===== src/rtl/ex_divider_if.sv =====
// Request/response bundle between the ID/EX stage and the EX-stage divider.
// The pipeline side drives the instruction fields. The divider returns its
// stall request and the one-cycle result.
interface ex_divider_if #(
  parameter int XLEN = 64
);
  logic            div_valid_i;
  logic [1:0]      op_i;
  logic            word_i;
  logic [XLEN-1:0] src1_i;
  logic [XLEN-1:0] src2_i;
  logic            busy_o;
  logic            done_o;
  logic [XLEN-1:0] result_o;

  modport master (
    output div_valid_i, op_i, word_i, src1_i, src2_i,
    input  busy_o, done_o, result_o
  );

  modport slave (
    input  div_valid_i, op_i, word_i, src1_i, src2_i,
    output busy_o, done_o, result_o
  );
endinterface


===== src/rtl/ex_divider.sv =====
// ex_divider: iterative radix-2 restoring divider for the RV64M divide and
// remainder instructions, including the W forms.
//
// Operands are latched in IDLE as magnitudes. BUSY produces one quotient bit
// per cycle. DONE applies the sign fix and the special-case overrides, and
// presents the result for a single cycle.
//
// Optional build macro DIV_FAST_SPECIAL_EN: when it is defined, divide-by-zero
// and signed overflow skip the iterations and go from IDLE straight to DONE.
// Results are the same with or without the macro.
module ex_divider #(
  parameter int XLEN = 64
) (
  input  logic         clock,
  input  logic         reset_n,
  ex_divider_if.slave  bus
);

  typedef enum logic [1:0] {IDLE, BUSY, DONE} state_t;

  localparam logic [XLEN-1:0] MIN_D = {1'b1, {(XLEN-1){1'b0}}};
  localparam logic [XLEN-1:0] MIN_W = {{(XLEN-31){1'b1}}, 31'b0};

  state_t          state, state_nxt;
  logic            busy, done;

  logic            is_signed, a_neg, b_neg, b_zero, sgn_ovf;
  logic [XLEN-1:0] a_ext, b_ext, a_mag, b_mag;

  logic [XLEN-1:0] rem_q, quo_q, dvsr_q, dvnd_q;
  logic [6:0]      cnt_q;
  logic            q_neg_q, r_neg_q, sel_rem_q, word_q, zero_q, ovf_q;

  logic            ge;
  logic [XLEN-1:0] rem_sh, diff;
  logic [XLEN-1:0] quo_fix, rem_fix, sel;

  // Extend the incoming operands, take magnitudes, and flag the special cases
  always_comb begin
    is_signed = ~bus.op_i[0];
    if (bus.word_i) begin
      a_ext = is_signed ? {{(XLEN-32){bus.src1_i[31]}}, bus.src1_i[31:0]}
                        : {{(XLEN-32){1'b0}}, bus.src1_i[31:0]};
      b_ext = is_signed ? {{(XLEN-32){bus.src2_i[31]}}, bus.src2_i[31:0]}
                        : {{(XLEN-32){1'b0}}, bus.src2_i[31:0]};
    end else begin
      a_ext = bus.src1_i;
      b_ext = bus.src2_i;
    end
    a_neg   = is_signed & a_ext[XLEN-1];
    b_neg   = is_signed & b_ext[XLEN-1];
    a_mag   = a_neg ? -a_ext : a_ext;
    b_mag   = b_neg ? -b_ext : b_ext;
    b_zero  = (b_ext == '0);
    sgn_ovf = is_signed && (b_ext == '1) && (a_ext == (bus.word_i ? MIN_W : MIN_D));
  end

  // Compute one restoring step on the shifted {rem, quo} pair
  always_comb begin
    rem_sh = {rem_q[XLEN-2:0], quo_q[XLEN-1]};
    ge     = ({rem_q, quo_q[XLEN-1]} >= {1'b0, dvsr_q});
    diff   = rem_sh - dvsr_q;
  end

  // Hold the FSM state, and return to IDLE at once when reset is asserted
  always_ff @(posedge clock or negedge reset_n) begin
    if (!reset_n) state <= IDLE;
    else          state <= state_nxt;
  end

  // Compute the next state and the busy/done strobes
  always_comb begin
    state_nxt = state;
    busy      = 1'b0;
    done      = 1'b0;
    case (state)
      IDLE: begin
        busy = bus.div_valid_i;
        if (bus.div_valid_i) begin
`ifdef DIV_FAST_SPECIAL_EN
          state_nxt = (b_zero | sgn_ovf) ? DONE : BUSY;
`else
          state_nxt = BUSY;
`endif
        end
      end
      BUSY: begin
        busy = 1'b1;
        if (!bus.div_valid_i)   state_nxt = IDLE;
        else if (cnt_q == 7'd1) state_nxt = DONE;
      end
      DONE: begin
        done      = 1'b1;
        state_nxt = IDLE;
      end
      default: state_nxt = IDLE;
    endcase
  end

  // Latch the operands in IDLE, then iterate in BUSY
  always_ff @(posedge clock or negedge reset_n) begin
    if (!reset_n) begin
      rem_q     <= '0;
      quo_q     <= '0;
      dvsr_q    <= '0;
      dvnd_q    <= '0;
      cnt_q     <= '0;
      q_neg_q   <= 1'b0;
      r_neg_q   <= 1'b0;
      sel_rem_q <= 1'b0;
      word_q    <= 1'b0;
      zero_q    <= 1'b0;
      ovf_q     <= 1'b0;
    end else begin
      case (state)
        IDLE: begin
          if (bus.div_valid_i) begin
            rem_q     <= '0;
            quo_q     <= bus.word_i ? {a_mag[31:0], {(XLEN-32){1'b0}}} : a_mag;
            dvsr_q    <= b_mag;
            dvnd_q    <= a_ext;
            cnt_q     <= bus.word_i ? 7'd32 : 7'd64;
            q_neg_q   <= a_neg ^ b_neg;
            r_neg_q   <= a_neg;
            sel_rem_q <= bus.op_i[1];
            word_q    <= bus.word_i;
            zero_q    <= b_zero;
            ovf_q     <= sgn_ovf;
          end
        end
        BUSY: begin
          rem_q <= ge ? diff : rem_sh;
          quo_q <= {quo_q[XLEN-2:0], ge};
          cnt_q <= cnt_q - 7'd1;
        end
        default: ;
      endcase
    end
  end

  // Apply the sign fix, the special overrides, and W sign extension in DONE
  always_comb begin
    quo_fix = q_neg_q ? -quo_q : quo_q;
    rem_fix = r_neg_q ? -rem_q : rem_q;
    sel     = sel_rem_q ? rem_fix : quo_fix;
    if (zero_q)     sel = sel_rem_q ? dvnd_q : '1;
    else if (ovf_q) sel = sel_rem_q ? '0 : dvnd_q;
    if (word_q)     sel = {{(XLEN-32){sel[31]}}, sel[31:0]};
  end

  assign bus.busy_o   = reset_n & busy;
  assign bus.done_o   = done;
  assign bus.result_o = done ? sel : '0;

endmodule


===== src/flat_wrapper.sv =====
// flat-port wrapper written by rule: the top's interface ports become plain ports
module ex_divider_flat 
#(
  parameter int XLEN = 64
)
  (clock, reset_n, bus_div_valid_i, bus_op_i, bus_word_i, bus_src1_i, bus_src2_i, bus_busy_o, bus_done_o, bus_result_o);
  ex_divider_if #(.XLEN(XLEN)) bus_i ();
  input  logic clock;
  input  logic reset_n;
  input wire logic [$bits(bus_i.div_valid_i)-1:0] bus_div_valid_i;
  input wire logic [$bits(bus_i.op_i)-1:0] bus_op_i;
  input wire logic [$bits(bus_i.word_i)-1:0] bus_word_i;
  input wire logic [$bits(bus_i.src1_i)-1:0] bus_src1_i;
  input wire logic [$bits(bus_i.src2_i)-1:0] bus_src2_i;
  output wire logic [$bits(bus_i.busy_o)-1:0] bus_busy_o;
  output wire logic [$bits(bus_i.done_o)-1:0] bus_done_o;
  output wire logic [$bits(bus_i.result_o)-1:0] bus_result_o;
  assign bus_i.div_valid_i = bus_div_valid_i;
  assign bus_i.op_i = bus_op_i;
  assign bus_i.word_i = bus_word_i;
  assign bus_i.src1_i = bus_src1_i;
  assign bus_i.src2_i = bus_src2_i;
  assign bus_busy_o = bus_i.busy_o;
  assign bus_done_o = bus_i.done_o;
  assign bus_result_o = bus_i.result_o;
  ex_divider #(.XLEN(XLEN)) u_core (.clock(clock), .reset_n(reset_n), .bus(bus_i));
endmodule

===== config.mk =====
export PLATFORM = sky130hd
export DESIGN_NAME = ex_divider_flat
export DESIGN_NICKNAME = d
export VERILOG_FILES = /design/src/rtl/ex_divider_if.sv /design/src/rtl/ex_divider.sv /design/src/flat_wrapper.sv
export SDC_FILE = /design/constraint.sdc
export NUM_CORES = 1
export LEC_CHECK = 0
export BUFFER_PORTS_ARGS = -buffer_cell sky130_fd_sc_hd__clkbuf_2
export CORE_UTILIZATION = 50
export DETAILED_ROUTE_END_ITERATION = 12
export PLACE_DENSITY_LB_ADDON = 0.25
export SLEW_MARGIN = 20
export SYNTH_ARGS = -nofsm -noshare
export SYNTH_HDL_FRONTEND = slang
export SYNTH_SLANG_ARGS = --single-unit

===== constraint.sdc =====
create_clock -name clock -period 4.65 [get_ports clock]
set_clock_uncertainty 0.1 [all_clocks]
set_input_delay 0.465 -clock clock [delete_from_list [all_inputs] [get_ports clock]]
set_output_delay 0.465 -clock clock [all_outputs]
set_load 0.01 [all_outputs]

# ---- Word-level counts from Yosys, hierarchy flattened
# Cells that the tools add are included.
dict set report classes {
  eq_ne 7
  muxes 31
  n_reduce_logical 8
  magnitude_cmp 1
  addsub 6
  n_bitwise 5
}
# cell count
set ops {}
lappend ops {{2-to-1 mux 64 bit} 19}
lappend ops {{negator 64 bit} 4}
lappend ops {{case mux 64 bit (2 select lines)} 2}
lappend ops {{greater-or-equal comparator 65 x 64 -> 1 bit} 1}
lappend ops {{equality test 64 bit} 1}
lappend ops {{equality test 64 bit (second input constant)} 1}
lappend ops {{zero test 64 bit} 1}
lappend ops {{subtractor 64 bit} 1}
lappend ops {{2-to-1 mux 63 bit} 1}
lappend ops {{2-to-1 mux 7 bit} 2}
lappend ops {{case mux 7 bit (2 select lines)} 1}
lappend ops {{equality test 7 x 1 -> 1 bit (second input constant)} 1}
lappend ops {{subtractor 7 x 1 -> 7 bit (second input constant)} 1}
lappend ops {{2-to-1 mux 2 bit} 3}
lappend ops {{AND reduction 2 bit} 3}
lappend ops {{case mux 2 bit (2 select lines)} 1}
lappend ops {{AND 1 bit} 3}
lappend ops {{inequality test 3 x 2 -> 1 bit (second input constant)} 1}
lappend ops {{equality test 2 x 1 -> 1 bit (second input constant)} 1}
lappend ops {{equality test 2 bit (second input constant)} 1}
lappend ops {{logical AND 1 bit} 2}
lappend ops {{zero test 2 bit} 1}
lappend ops {{inequality test 2 bit (second input constant)} 1}
lappend ops {{case mux 1 bit (2 select lines)} 1}
lappend ops {{other kinds (4)} 4}
dict set report totals {
  regBits 271
  elab_cells 70
  inputBits 134
  output_inout_bits 66
}

# ---- Longest topological paths before layout
# Gate-level depths: netlist (run 1).
dict set report logic_depth {
  ltp_word 7
  ltp_mapped 16
  ltp_nobuf 15
}

# ---- Least setup slack after synthesis (run 1)
# No wires, ideal clock.
dict set report synth_path {
  kind {register to output}
  startpoint {reg u_core.quo_q[18]}
  endpoint {out bus_result_o[33]}
  slack_ns 1.031
  stages_incl_launch_ff 14
  n_path_buf 2
  t_arrival_ns 3.054
  required_time_ns 4.085
  cell_sequence {dfrtp_1 or3_1 or3_1 or3_1 clkbuf_1 nor2_1 a21boi_0 xnor2_1 o22ai_1 a221oi_1 a21o_1 nand2b_1 buf_4 nor3_1}
}
dict set report synth_between {
  elab_chain_len 7
}
# item line_no
set synth_lines {}
lappend synth_lines {{from (decl)} ex_divider.sv:30} ;# logic [XLEN-1:0] rem_q, quo_q, dvsr_q, dvnd_q;
lappend synth_lines {{from (signal assigned)} ex_divider.sv:119} ;# quo_q <= bus.word_i ? {a_mag[31:0], {(XLEN-32){1'b0}}} : a_mag;
lappend synth_lines {{from (signal assigned)} ex_divider.sv:133} ;# quo_q <= {quo_q[XLEN-2:0], ge};
lappend synth_lines {{negator 64 bit} ex_divider.sv:143} ;# quo_fix = q_neg_q ? -quo_q : quo_q;
lappend synth_lines {{2-to-1 mux 64 bit} ex_divider.sv:143}
lappend synth_lines {{2-to-1 mux 64 bit} ex_divider.sv:145} ;# sel = sel_rem_q ? rem_fix : quo_fix;
lappend synth_lines {{2-to-1 mux 64 bit} ex_divider.sv:147} ;# else if (ovf_q) sel = sel_rem_q ? '0 : dvnd_q;
lappend synth_lines {{2-to-1 mux 64 bit} ex_divider.sv:146} ;# if (zero_q) sel = sel_rem_q ? dvnd_q : '1;
lappend synth_lines {{2-to-1 mux 64 bit} ex_divider.sv:148} ;# if (word_q) sel = {{(XLEN-32){sel[31]}}, sel[31:0]};
lappend synth_lines {{2-to-1 mux 64 bit} ex_divider.sv:153} ;# assign bus.result_o = done ? sel : '0;
lappend synth_lines {{to (decl)} flat_wrapper.sv:17} ;# output wire logic [$bits(bus_i.result_o)-1:0] bus_result_o;
# No other way between the ends.

# ---- Worst setup path after layout (run 1)
dict set report layout_path {
  startpoint {reg u_core.quo_q[18]}
  endpoint {out bus_result_o[45]}
}
# Same word-level chain as after synthesis.

==> results.ini, run 1 <==
[floorplanning]
fp.dieW_um = 218
die_h_um = 218
ios = 200
dieArea_um2 = 47500
row_count = 78
core_um2 = 45700
start_util = 0.511

[clock_network]
htreeDepth = 2
cts_buffers = 35
cts_tree = built
clock-sinks = 271
cts_max_path_buffers = 3
clock_latency_ns = 0.57
clk_pin_slew_worst_paths_ns = 0.06
cts_root_buf = clkbuf_16

[synthesis]
syn_inst = 3159
synth-main-ff-cell = dfrtp_1
synth.area.top_cells = dfrtp_1, o21ai_0, nand2_1, a21oi_1, xor2_1
synth.top_cell.area_share = 0.291
synth_seq_cells = 271
synth_largest_area_cell = dfrtp_1
synth_seq_area_share = 0.291
syn_nets = 3365
synth_edf_count = 0
synth_area_um2 = 23300
yosysWarnings = 0
ys_types = 84
async_flop_share = 1.00
synth_area_per_cell_um2 = 7.39

[global_route]
grt_pass1_vias = 23400
antenna_found_initial = 2
grt_max_degree = 169
grt_pass1_wl_um = 141000
grt_overflow = 0
grt_usage = 0.386

[route]
first_pass_iters = 8
via_per_inst = 6.55
vias = 25400
drt_iter0_drc = 3398
antenna_left = 0
wl_per_cell_um = 24.1
drt-total-wl_um = 93300
post-route-drc-count = 0

[critical_path]
cp-endpoint = bus_result_o[45]
timing.rr.end = u_core.rem_q[62]
crit_type = flip-flop to primary output
startpoint = u_core.quo_q[18]
worst_ep_arrival_time_ns = 4.00
reg2reg_slack_ns = 0.51
cp-end-kind = primary output
regToRegStartpoint = u_core.rem_q[8]
r2r_cells = 13
crit_path_start_kind = flip-flop
crit_required_ns = 4.09
cp_max_fo = 8

[timing]
drv_slew = 0
hold_viol_final = 0
max_freq_mhz = 219
final.setup.tns_ns = 0
timing.final.crit_share = 0.982
worst_pin_slew_ns = 1.08
slew_headroom = 0.277
finalSetupViolCount = 0
min_period_ns = 4.56

[power_and_ir_drop]
powerDensity_nw_per_um2 = 553
power_uw = 14500
leakage_uw = 0.0111
peakVddDrop_mv = 0.317

[final_layout]
n_antenna_cell = 0
fin_cells = 3875
area_growth_pct = 12.5
layout_common_cells = nand2_1, o21ai_0, a21oi_1
nNetsFinal = 3455
final_layout_size_suffix_gt1_frac = 0.122
layout_commonest_cell = nand2_1

[place]
hpwl_um = 69700
io_buffers = 199
place_congestion = 1.01
dp.cells = 3810

[run]
max_cap_viol_count = 0

[status]
status = finished, final reports clean

[min_path]
min-delay-path-class = primary input to flip-flop

## synth_stat cells (29+ instances only)
cell / count
a21o_1: 34
a21oi_1: 318
a221oi_1: 29
a22oi_1: 46
clkbuf_1: 187
dfrtp_1: 271
ha_1: 71
inv_1: 99
nand2_1: 478
nand3_1: 48
nand4_1: 44
nor2_1: 269
nor3_1: 66
nor4_1: 34
o21ai_0: 359
o22ai_1: 55
o31ai_1: 58
o41ai_1: 33
or3_1: 41
xnor2_1: 128
xor2_1: 174
## kinds of logic after synthesis
logic type                 after synthesis  share of synthesized area
AOI/OAI and AO/OA                     1095                      0.287
xor gates and xnor gates               302                      0.113
adders and majority gates               72                     0.0389
buffers and inverters                  318                     0.0518
DFF                                    271                      0.291
muxes                                   22                    0.00944
and+or+nand+nor                       1079                      0.208
## critical path: stages, from the launching register on
cell and delay [ns]:
dfrtp_1 0.43, or3_1 0.42, or3_1 0.37, or3_4 0.45, nor2_2 0.21, a21boi_0 0.13, xnor2_1 0.16, o22ai_1 0.13
a221oi_1 0.12, a21o_2 0.30, buf_4 0.19, a31oi_1 0.31, clkbuf_2 0.20
## how the worst min path moves through the flow
stage,startpoint,to,depth (start not counted)
2_1_floorplan,reset_n,u_core.cnt_q[0],0
3_3_place_gp,u_core.dvsr_q[41],u_core.dvsr_q[41],2
3_5_place_dp,u_core.dvsr_q[42],u_core.dvsr_q[42],2
4_1_cts,bus_op_i[1],u_core.sel_rem_q,3
5_1_grt,bus_op_i[1],u_core.sel_rem_q,3
6_report,bus_op_i[1],u_core.sel_rem_q,3
## final cells by class
| cell class | instances | area (um2) |
|---|---|---|
| Clock inverter | 13 | 163 |
| Multi-Input combinational cell | 2570 | 15600 |
| Fill cell | 4444 | 19400 |
| Tap cell | 600 | 751 |
| Timing Repair Buffer | 270 | 1600 |
| Inverter | 101 | 379 |
| Clock buffer | 50 | 1000 |
| Sequential cell | 271 | 6790 |
## layer usage
layer  routed length (um)  track usage  vias up
li1                     -            -    11600
met1                39100        0.530    12200
met2                41200        0.592     1422
met3                 8950       0.0773      214
met4                 4030        0.151        0
met5                    0            0        -
## where the power goes
| part | leakage, uW | internal [uW] | total (uW) | switching, uW |
|---|---|---|---|---|
| Clock | 0.000575 | 1680 | 2820 | 1150 |
| Combinational | 0.00712 | 2970 | 7780 | 4810 |
| Sequential | 0.00341 | 2950 | 3910 | 968 |
| Total | 0.0111 | 7600 | 14500 | 6920 |
## per-stage QoR
step / worst slack [ns] / util / hold slack [ns] / instance area [um2]
after CTS: 0.00205 / 0.572 / 0.0209 / 26100
after floorplan: 1.03 / - / 0.0694 / 23300
after global routing: -0.0318 / 0.575 / 0.0385 / 26200
final: 0.0852 / 0.575 / 0.0300 / 26200
after global placement: 0.393 / 0.545 / 0.364 / 24900
after detailed placement: 0.253 / 0.545 / 0.371 / 24900
## registers in the layout (all words and copies together), names as in the netlist
| signal | cells |
|---|---|
| u_core.state | 2 |
| u_core.q_neg_q | 1 |
| u_core.rem_q | 64 |
| u_core.zero_q | 1 |
| u_core.word_q | 1 |
| u_core.sel_rem_q | 1 |
| u_core.r_neg_q | 1 |
| u_core.dvsr_q | 64 |
| u_core.quo_q | 64 |
| u_core.dvnd_q | 64 |
| u_core.ovf_q | 1 |
| u_core.cnt_q | 7 |
## timing repair
action                                  CTS  global route
endpoints found under the setup margin   28            33
buffers inserted                          1             0
gates resized for setup                   3            30
hold buffers                              1             0
hold endpoints to repair                 78             0
pin swaps                                 1             3
(Power assumes the default switching activity.)
==> run 2: changes to the inputs <==
clock period = 4.5 ns   (was 4.65 ns; I/O delays follow)
==> run 2 against run 1 <==
First-iteration DRC count down 2.1%. Cell count up 0.41%. Setup slack worse by 0.12 ns. Register-to-register slack better by 0.03 ns. Power up 4.7%. Sequential share of layout area down 0.21 points. Critical path type unchanged. Clock power up 8.5%. The run now ends with setup timing left.
==> results.ini, run 2 (synthesized netlist as in run 1, its figures left out) <==
[clock_network]
cts_tree = built
clock-sinks = 271
cts_root_buf = clkbuf_16
clk_pin_slew_worst_paths_ns = 0.06
clock_latency_ns = 0.56
htreeDepth = 2
cts_max_path_buffers = 3
cts_buffers = 35

[critical_path]
crit_path_start_kind = flip-flop
crit_type = flip-flop to primary output
worst_ep_arrival_time_ns = 3.99
crit_required_ns = 3.95
cp-end-kind = primary output
r2r_cells = 13
cp_max_fo = 6

[final_layout]
fill_cells = 4401
final_layout_size_suffix_gt1_frac = 0.131
layout_commonest_cell = nand2_1
area_growth_pct = 13.5
nNetsFinal = 3473
fin_cells = 3891
layout_common_cells = nand2_1, o21ai_0, a21oi_1
final_cell_area_um2 = 26500
final_util = 0.580
n_antenna_cell = 0

[route]
vias = 25600
post-route-drc-count = 0
drt-total-wl_um = 95000
first_pass_iters = 6
drt_iter0_drc = 3325
wl_per_cell_um = 24.4
antenna_left = 0
via_per_inst = 6.57

[power_and_ir_drop]
power_uw = 15200
leakage_uw = 0.0112
peakVddDrop_mv = 0.361
powerDensity_nw_per_um2 = 574

[floorplanning]
die_h_um = 218
row_count = 78
core_um2 = 45700
dieArea_um2 = 47500
start_util = 0.511
fp.dieW_um = 218
ios = 200

[status]
status = finished with violations
violations = setup timing

[global_route]
antenna_found_initial = 0
grt_usage = 0.392
grt_pass1_vias = 23700
grt_overflow = 0
grt_max_degree = 168
grt_pass1_wl_um = 143000

[place]
place_congestion = 0.985
placed_area_um2 = 25000
dp.cells = 3820
hpwl_um = 70600
io_buffers = 199

[min_path]
worstHoldPathCells = 3
min-delay-path-class = primary input to flip-flop

[timing]
timing.final.crit_share = 1.01
rsz0062_at_grt = true
worst_pin_slew_ns = 0.964
max_freq_mhz = 220
layout_setup_ws_ns = -0.0354
min_period_ns = 4.54
slew_headroom = 0.357
hold_viol_final = 0
drv_slew = 0
finalSetupViolCount = 2

[run]
max_cap_viol_count = 0

run 2: worst max-delay path, cell delays in order (launching register included):
cell and delay, ns:
dfrtp_1 0.42, or3_1 0.43, or3_4 0.36, or3_4 0.43, or2_4 0.27, or3_4 0.39, o31ai_4 0.19, xor2_1 0.21
nor2_1 0.07, a2111oi_2 0.41, nor3_1 0.09, clkbuf_2 0.14
run 2: power by group:
group          internal [uW]  switching [uW]
registers               3050             974
logic                   3120            5000
clock network           1870            1190
total                   8030            7170
run 2: cell type report:
| cell class | instances | area, um2 | area share |
|---|---|---|---|
| clock inverter | 15 | 213 | 0.00803 |
| multi-input combinational | 2570 | 15600 | 0.588 |
| inverter | 101 | 379 | 0.0143 |
| tap | 600 | 751 | 0.0284 |
| sequential | 271 | 6790 | 0.257 |
| timing repair buffer | 288 | 1760 | 0.0664 |
| clock buffer | 46 | 1010 | 0.0381 |
run 2: repair_timing:
item / in CTS / in global routing
endpoints found under the hold margin: 59 / 0
endpoints found under the setup margin: 32 / 32
gates resized for setup: 15 / 30
pin swaps: 1 / 7
setup buffers: 1 / 7
hold buffers: 2 / 0
run 2: stage by stage:
step	TNS [ns]	setup WS, ns	hold slack, ns
after CTS	-0.00582	-0.00425	0.00642
final	-0.0357	-0.0354	0.0244
after detailed placement	0	0.327	0.312
after global placement	0	0.448	0.311
after global routing	-0.204	-0.0688	0.0524
after floorplan	0	0.896	0.0544
run 2: worst paths after layout:
| path | startpoint | to | slack (ns) |
|---|---|---|---|
| min | bus_src1_i[24] | u_core.dvnd_q[24] | 0.02 |
| max | u_core.quo_q[18] | bus_result_o[58] | -0.04 |
| max reg2reg | u_core.rem_q[8] | u_core.rem_q[62] | 0.54 |
| max in group asynchronous | reset_n | u_core.ovf_q | 2.60 |
| min in group asynchronous | reset_n | u_core.dvsr_q[12] | 0.30 |
| min reg2reg | u_core.dvsr_q[54] | u_core.dvsr_q[54] | 0.38 |
run 2: routing by layer:
metal	global-route usage	vias up	share of wire
met3	0.0907	255	0.10
met2	0.598	1490	0.44
met5	0	-	0
li1	-	11600	-
met4	0.172	0	0.048
met1	0.528	12300	0.41
